===== src/rtl/cbus_arbiter_pkg.sv =====
// Shared cache-bus request/response types used by the arbiter and its clients.
package cbus_arbiter_pkg;
  localparam int ADDR_W = 32;
  localparam int DATA_W = 32;
  localparam int LEN_W  = 8;

  typedef struct packed {
    logic              valid;
    logic              is_write;
    logic [2:0]        size;
    logic [ADDR_W-1:0] addr;
    logic [DATA_W/8-1:0] strobe;
    logic [DATA_W-1:0] data;
    logic [LEN_W-1:0]  len;
  } cbus_req_t;

  typedef struct packed {
    logic              ready;
    logic              last;
    logic [DATA_W-1:0] data;
  } cbus_resp_t;
endpackage


===== src/rtl/cbus_arbiter_rr_picker.sv =====
// Combinational round-robin picker: first set bit of i_valid at or after i_rr_ptr, wrapping.
module rr_picker #(
  parameter int N  = 2,
  parameter int IW = 1
) (
  input  logic [N-1:0]  i_valid,
  input  logic [IW-1:0] i_rr_ptr,
  output logic          o_found,
  output logic [IW-1:0] o_index
);
  logic [2*N-1:0] w_dbl;
  logic [2*N-1:0] w_rot;
  logic [IW:0]    w_off;
  logic [IW:0]    w_sum;

  // Rotating a doubled vector puts the requester at rr_ptr in bit 0.
  assign w_dbl   = {i_valid, i_valid};
  assign w_rot   = w_dbl >> i_rr_ptr;
  assign o_found = |i_valid;

  always_comb begin
    w_off = '0;
    for (int k = N - 1; k >= 0; k--)
      if (w_rot[k]) w_off = (IW+1)'(k);
  end

  assign w_sum   = {1'b0, i_rr_ptr} + w_off;
  assign o_index = (w_sum >= (IW+1)'(N)) ? IW'(w_sum - (IW+1)'(N)) : IW'(w_sum);
endmodule


===== src/rtl/cbus_arbiter.sv =====
// Burst-locked round-robin arbiter from NUM_REQ cache requesters onto one memory-side cache bus.
module cbus_arbiter
  import cbus_arbiter_pkg::*;
#(
  parameter  int NUM_REQ = 2,
  localparam int GW      = (NUM_REQ > 1) ? $clog2(NUM_REQ) : 1
) (
  input  logic                        clk,
  input  logic                        reset,
  input  cbus_req_t  [NUM_REQ-1:0]    ireqs,
  output cbus_resp_t [NUM_REQ-1:0]    iresps,
  output cbus_req_t                   oreq,
  input  cbus_resp_t                  oresp,
  output logic                        busy,
  output logic [GW-1:0]               grant
);
  typedef enum logic {IDLE, BUSY} state_t;

  state_t              r_state, w_state_nxt;
  logic [GW-1:0]       r_grant, w_grant_nxt;
  logic [GW-1:0]       r_rr_ptr, w_rr_ptr_nxt;
  logic [NUM_REQ-1:0]  w_valid;
  logic                w_found;
  logic [GW-1:0]       w_pick;

  always_comb begin
    w_valid = '0;
    for (int i = 0; i < NUM_REQ; i++) w_valid[i] = ireqs[i].valid;
  end

  rr_picker #(.N(NUM_REQ), .IW(GW)) u_pick (
    .i_valid  (w_valid),
    .i_rr_ptr (r_rr_ptr),
    .o_found  (w_found),
    .o_index  (w_pick)
  );

  always_ff @(posedge clk) begin
    if (reset) begin
      r_state  <= IDLE;
      r_grant  <= '0;
      r_rr_ptr <= '0;
    end else begin
      r_state  <= w_state_nxt;
      r_grant  <= w_grant_nxt;
      r_rr_ptr <= w_rr_ptr_nxt;
    end
  end

  // oreq depends only on state, grant and ireqs, so oresp never reaches it combinationally.
  always_comb begin
    w_state_nxt  = r_state;
    w_grant_nxt  = r_grant;
    w_rr_ptr_nxt = r_rr_ptr;
    oreq         = '0;
    iresps       = '0;
    case (r_state)
      IDLE: begin
        if (w_found) begin
          w_state_nxt = BUSY;
          w_grant_nxt = w_pick;
        end
      end
      BUSY: begin
        oreq            = ireqs[r_grant];
        iresps[r_grant] = oresp;
        if (oresp.ready && oresp.last) begin
          w_state_nxt  = IDLE;
          w_rr_ptr_nxt = (r_grant == GW'(NUM_REQ - 1)) ? '0 : r_grant + GW'(1);
        end
      end
      default: w_state_nxt = IDLE;
    endcase
  end

  assign busy  = (r_state == BUSY);
  assign grant = r_grant;
endmodule

===== config.mk =====
export PLATFORM = sky130hd
export DESIGN_NAME = cbus_arbiter
export DESIGN_NICKNAME = d
export VERILOG_FILES = /design/src/rtl/cbus_arbiter_pkg.sv /design/src/rtl/cbus_arbiter_rr_picker.sv /design/src/rtl/cbus_arbiter.sv
export SDC_FILE = /design/constraint.sdc
export NUM_CORES = 1
export LEC_CHECK = 0
export CELL_PAD_IN_SITES_DETAIL_PLACEMENT = 1
export CELL_PAD_IN_SITES_GLOBAL_PLACEMENT = 1
export CORE_AREA = 2 2 137 139
export CTS_CLUSTER_DIAMETER = 50
export CTS_CLUSTER_SIZE = 25
export DETAILED_ROUTE_END_ITERATION = 8
export DIE_AREA = 0 0 139 141
export HOLD_SLACK_MARGIN = 0.05
export PLACE_DENSITY_LB_ADDON = 0.08
export REMOVE_ABC_BUFFERS = 1
export SETUP_SLACK_MARGIN = 0.1
export SLEW_MARGIN = 20
export SYNTH_ARGS = -nofsm -noshare
export SYNTH_HDL_FRONTEND = slang
export SYNTH_SLANG_ARGS = --single-unit
export TNS_END_PERCENT = 10

===== constraint.sdc =====
create_clock -name clk -period 1.4 [get_ports clk]
set_input_delay 0.28 -clock clk [delete_from_list [all_inputs] [get_ports clk]]
set_output_delay 0.28 -clock clk [all_outputs]
set_load 0.01 [all_outputs]

# [Yosys cells after proc, flatten, opt, wreduce, memory -nomap -nowiden]
# Cells that the tools add are included.
[word_totals] input_bits=198 output_inout_bits=151 wordCells=30 register_bits=3
[op_classes] n_shift=1 bitwise_logic=2 muxes=13 reduce_logical=5 n_addsub=3 magnitude_cmp=3
[ops] cell="$mux W81" count=3
[ops] cell="$and A68 B68 Y68" count=1
[ops] cell="$mux W68" count=1
[ops] cell="$demux W34 S1" count=1
[ops] cell="$mux W34" count=1
[ops] cell="$mux W1" count=6
[ops] cell="$reduce_and A2 Y1" count=2
[ops] cell="$shr A4 B1 Y2" count=1
[ops] cell="$add A1 B1 Y2" count=1
[ops] cell="$ge A2 B2 Y1 const B" count=1
[ops] cell="$logic_and A1 B1 Y1" count=2
[ops] cell="$lt A1 B2 Y1 const B" count=1
[ops] cell="$pmux W1 S2" count=1
[ops] cell="$reduce_or A2 Y1" count=1
[ops] cell="$add A1 B1 Y1 const B" count=1
[ops] cell="$ge A1 B1 Y1 const B" count=1
[ops] cell="$not A1 Y1" count=1
[ops] cell="$sub A1 B1 Y1 const B" count=1

# [Logic depth before layout (Yosys ltp)]
[logic_depth] ltp_word=6 mapped_depth=4 depth_no_buf=3

# [Modules after synthesis]
# Synthesis repeated with hierarchy kept, for this count alone.
[hier_totals] cells_unflattened=275 hier_area_um2=2159.6
[by_module_without_submodules] module="cbus_arbiter" cells_each=271 instances=1 seq_area_each_um2=60.1 area_per_inst_um2=2140.8
[by_module_without_submodules] module="rr_picker" cells_each=4 instances=1 seq_area_each_um2=0.0 area_per_inst_um2=18.8

# [Worst setup path before layout]
# Ideal clock, no wire load.
[synth_timing] kind="reg2out" start="register r_grant (netlist: grant)" end="output port iresps[39] (netlist bit)" stages_incl_launch_ff=5 arrival_ns=1.037 path_buffers=3 path_slack_ns=0.083 cell_sequence="dfxtp_1 buf_6 buf_6 buf_6 and3_1"
[synth_lines] element="start, declared" line_no="cbus_arbiter.sv:20" rtl="logic [GW-1:0] r_grant, w_grant_nxt;"
[synth_lines] element="start signal, assigned" line_no="cbus_arbiter.sv:45" rtl="r_grant <= w_grant_nxt;"
[synth_lines] element="end, declared" line_no="cbus_arbiter.sv:11" rtl="output cbus_resp_t [NUM_REQ-1:0] iresps,"

==> metrics.md <==
| Metric | Value |
|---|---|
| Status | `finished with violations` |
| Failing checks | `negative setup slack` |
| RSZ-0062 raised after global routing | `true` |
| Leak | `0.00262 uW` |
| Hold_sp | `r_rr_ptr$_SDFFE_PP0P_` |
| Core area | `18300 um2` |
| Largest net degree at the start of global routing | `61` |
| Die Width | `139 um` |
| Final Wtd Congestion | `0.776` |
| Starting DRT DRC Count | `28` |
| Clock tree from TritonCTS | `built` |
| Most frequent cell after synthesis | `nor2_1` |
| WP buf/inv | `4` |
| CP top delay family | `buffers and inverters` |
| Cts hold-fix bufs | `0` |
| First-pass GRT wire length | `20600 um` |
| F_max | `about 0.59 GHz` |
| Number of buffers created by CTS | `3` |
| Wire per inst | `approximately 17 um` |
| Drt total wl | `14600 um` |
| Avg Cell Area, Syn | `6.79 um2` |
| Yosys reg bits | `3` |
| Peak supply drop | `326 uV` |
| WP data arrival | `1410 ps` |
| Area delta synth->final | `198%` |
| Final cell count without fillers | `869` |
| Yosys top cell area share | `a little over two fifths` |
| Setup crit start kind | `register` |
| Post-synth EDFFs | `0` |
| Global Route Usage Sum | `13.3%` |
| Worst skew pair latency | `~230 ps` |
| Max FO, Critical Path | `8` |
| Crit Reg-Reg Startpoint | `busy$_SDFF_PP0_` |
| Antenna cells | `0` |
| Clock Skews | `between 1.5 and 2 ps` |
| DR pass1 iterations | `4` |
| Ys Warns | `0` |
| Ys async rst share | `0%` |
| Total grt overflow | `0` |
| Period utilization | `121%` |
| Worst-Margin Slew | `288 ps` |
| CP peak stage delay | `360 ps` |
| Worst slew margin | `80.8%` |
| Synth Flop Type | `dfxtp_1` |
| Die height | `141 um` |
| Final setup viols | `144` |
| Critical Path RT | `1120 ps` |
| Antenna Nets Post-Route | `0` |
| Fin nets | `~830` |
| # DRC | `0` |
| Yosys top cell by area | `mux2i_1` |
| H-tree lvl count | `1` |
| Mapped Area | `1860 um2` |
| Crit-path cells | `buf_12 -> buf_8 -> clkbuf_16 -> mux2i_1 -> nor2_1 -> buf_2` |
| Final hold vios | `0` |
| Initial Util | `between 10 and 15%` |
| Max Cap Viol | `0` |
| Layout cell share with drive strength beyond 1 | `32.0%` |
| Vias/cell | `3.86` |
| Buffers on Ports | `348` |
| Row count | `50` |
| Sequential area share after synthesis | `3.23%` |
| Via count | `3357` |
| Initial antenna violation count | `0` |
| Final slew viol count | `0` |
| Die area | `between 15000 and 20000 um2` |
| Critical path capture point type | `output pin` |
| Clk sinks | `3` |
| Total negative setup slack | `-27260 ps` |
| Longest Clk Path Bufs | `2` |
| Critical path origin | `grant$_SDFFE_PP0P_` |
| Cell count after synthesis | `274` |
| Root Buffer | `clkbuf_16` |
| Setup CP Type | `register to output pin` |
| Period minus WS final | `1690 ps` |
| Hold WC Path Type | `register to register` |
| CP max stage cell | `dfxtp_4` |
| Vias in the first global route | `approximately 3500` |
| I/O pin count | `349` |
| Netlist cell types | `19` |
| DP HPWL | `11700 um` |
| Top cells by area, synth | `mux2i_1 (44%), nor2_1 (17%), and3_1 (12%)` |
| Setup WS post-layout | `-294 ps` |
| Power Dens Cells | `425 nW/um2` |
| Most frequent cells after synthesis | `nor2_1 (83), mux2i_1 (81), and3_1 (35)` |
| Inst Count DP | `843` |
| Clk slew on worst S/H paths | `30 ps` |
==> final timing paths <==
check | to | slack, ps | cells past startpoint
min reg2reg | r_rr_ptr$_SDFFE_PP0P_ | 520 | 2
max reg2reg | r_rr_ptr$_SDFFE_PP0P_ | 290 | 4
max | oreq[37] | -290 | 6
min | r_rr_ptr$_SDFFE_PP0P_ | 520 | 2
==> worst register-to-register path, delay by kind of cell, from the launching register on <==
kind	cells	cell delay [ps]
DFF	1	380
and+or+nand+nor	2	270
AOI/OAI and AO/OA	1	210
buffers and inverters	1	160
==> power breakdown <==
part,switching (uW),total (uW),internal (uW)
Sequential,8.88,100,91.2
Combinational,704,1800,1090
Clock,83.1,459,376
Total,796,2350,1560
==> cell type report <==
| class | count | area (um2) |
|---|---|---|
| Inverter | 2 | 10.0 |
| Sequential cell | 3 | 67.6 |
| Multi-Input combinational cell | 240 | 1630 |
| Timing Repair Buffer | 386 | 3470 |
| Tap cell | 234 | 293 |
| Fill cell | 2215 | 12700 |
| Clock buffer | 4 | 78.8 |
==> registers in the layout, indices dropped and copies added, names as in the netlist <==
register  cells
grant         1
r_rr_ptr      1
busy          1
==> cell families after synthesis <==
family                 share of synthesized area (%)
buffers and inverters                           11.1
multiplexers                                    43.6
flip-flops                                      3.23
AND/OR/NAND/NOR                                 40.7
AO/OA/AOI/OAI                                   1.35
==> metal layers <==
layer / wire length, um / vias up / share of wire, % / global-route usage (%)
li1: - / 1645 / - / -
met1: 5020 / 1490 / 34 / 12.8
met2: 7810 / 213 / 54 / 26.8
met3: 1580 / 9 / 11 / 5.37
met4: 142 / 0 / 0.98 / 2.13
met5: 0 / - / 0 / 0
==> stage by stage <==
stage	util [%]	power (uW)	hold slack [ps]	area [um2]	setup WS, ps
floorplan	-	701	349	1660	-3270
global placement	30.8	1920	489	5620	-418
detailed placement	30.8	1930	498	5620	-438
CTS	30.7	2340	517	5610	-375
global route	30.3	2500	539	5540	-360
finish	30.3	2350	516	5540	-294
==> timing repair <==
| item | CTS | global route |
|---|---|---|
| gates resized for setup | 455 | 178 |
| setup buffers | 5 | 8 |
| pin swaps | 1 | 5 |
| cloned | 6 | 3 |
| setup endpoints to repair | 151 | 151 |
==> layout by cell type, fill, tap and decap left out <==
| master | n |
|---|---|
| a211oi_1 | 1 |
| a21oi_1 | 1 |
| and2_1 | 29 |
| and2_4 | 4 |
| and3_1 | 35 |
| buf_12 | 10 |
| buf_16 | 7 |
| buf_2 | 112 |
| buf_4 | 7 |
| buf_6 | 16 |
| buf_8 | 5 |
| clkbuf_1 | 1 |
| clkbuf_16 | 6 |
| clkbuf_2 | 26 |
| clkbuf_4 | 1 |
| clkdlybuf4s50_1 | 197 |
| dfxtp_1 | 1 |
| dfxtp_4 | 2 |
| dlygate4sd2_1 | 1 |
| dlymetal6s2s_1 | 1 |
| inv_1 | 1 |
| inv_4 | 1 |
| mux2i_1 | 76 |
| mux2i_2 | 5 |
| nand2_1 | 1 |
| nor2_1 | 83 |
| nor2_4 | 1 |
| nor3_1 | 2 |
| o211ai_1 | 1 |
| o21ai_1 | 1 |
Note: power is estimated with default switching activity, not from simulation.
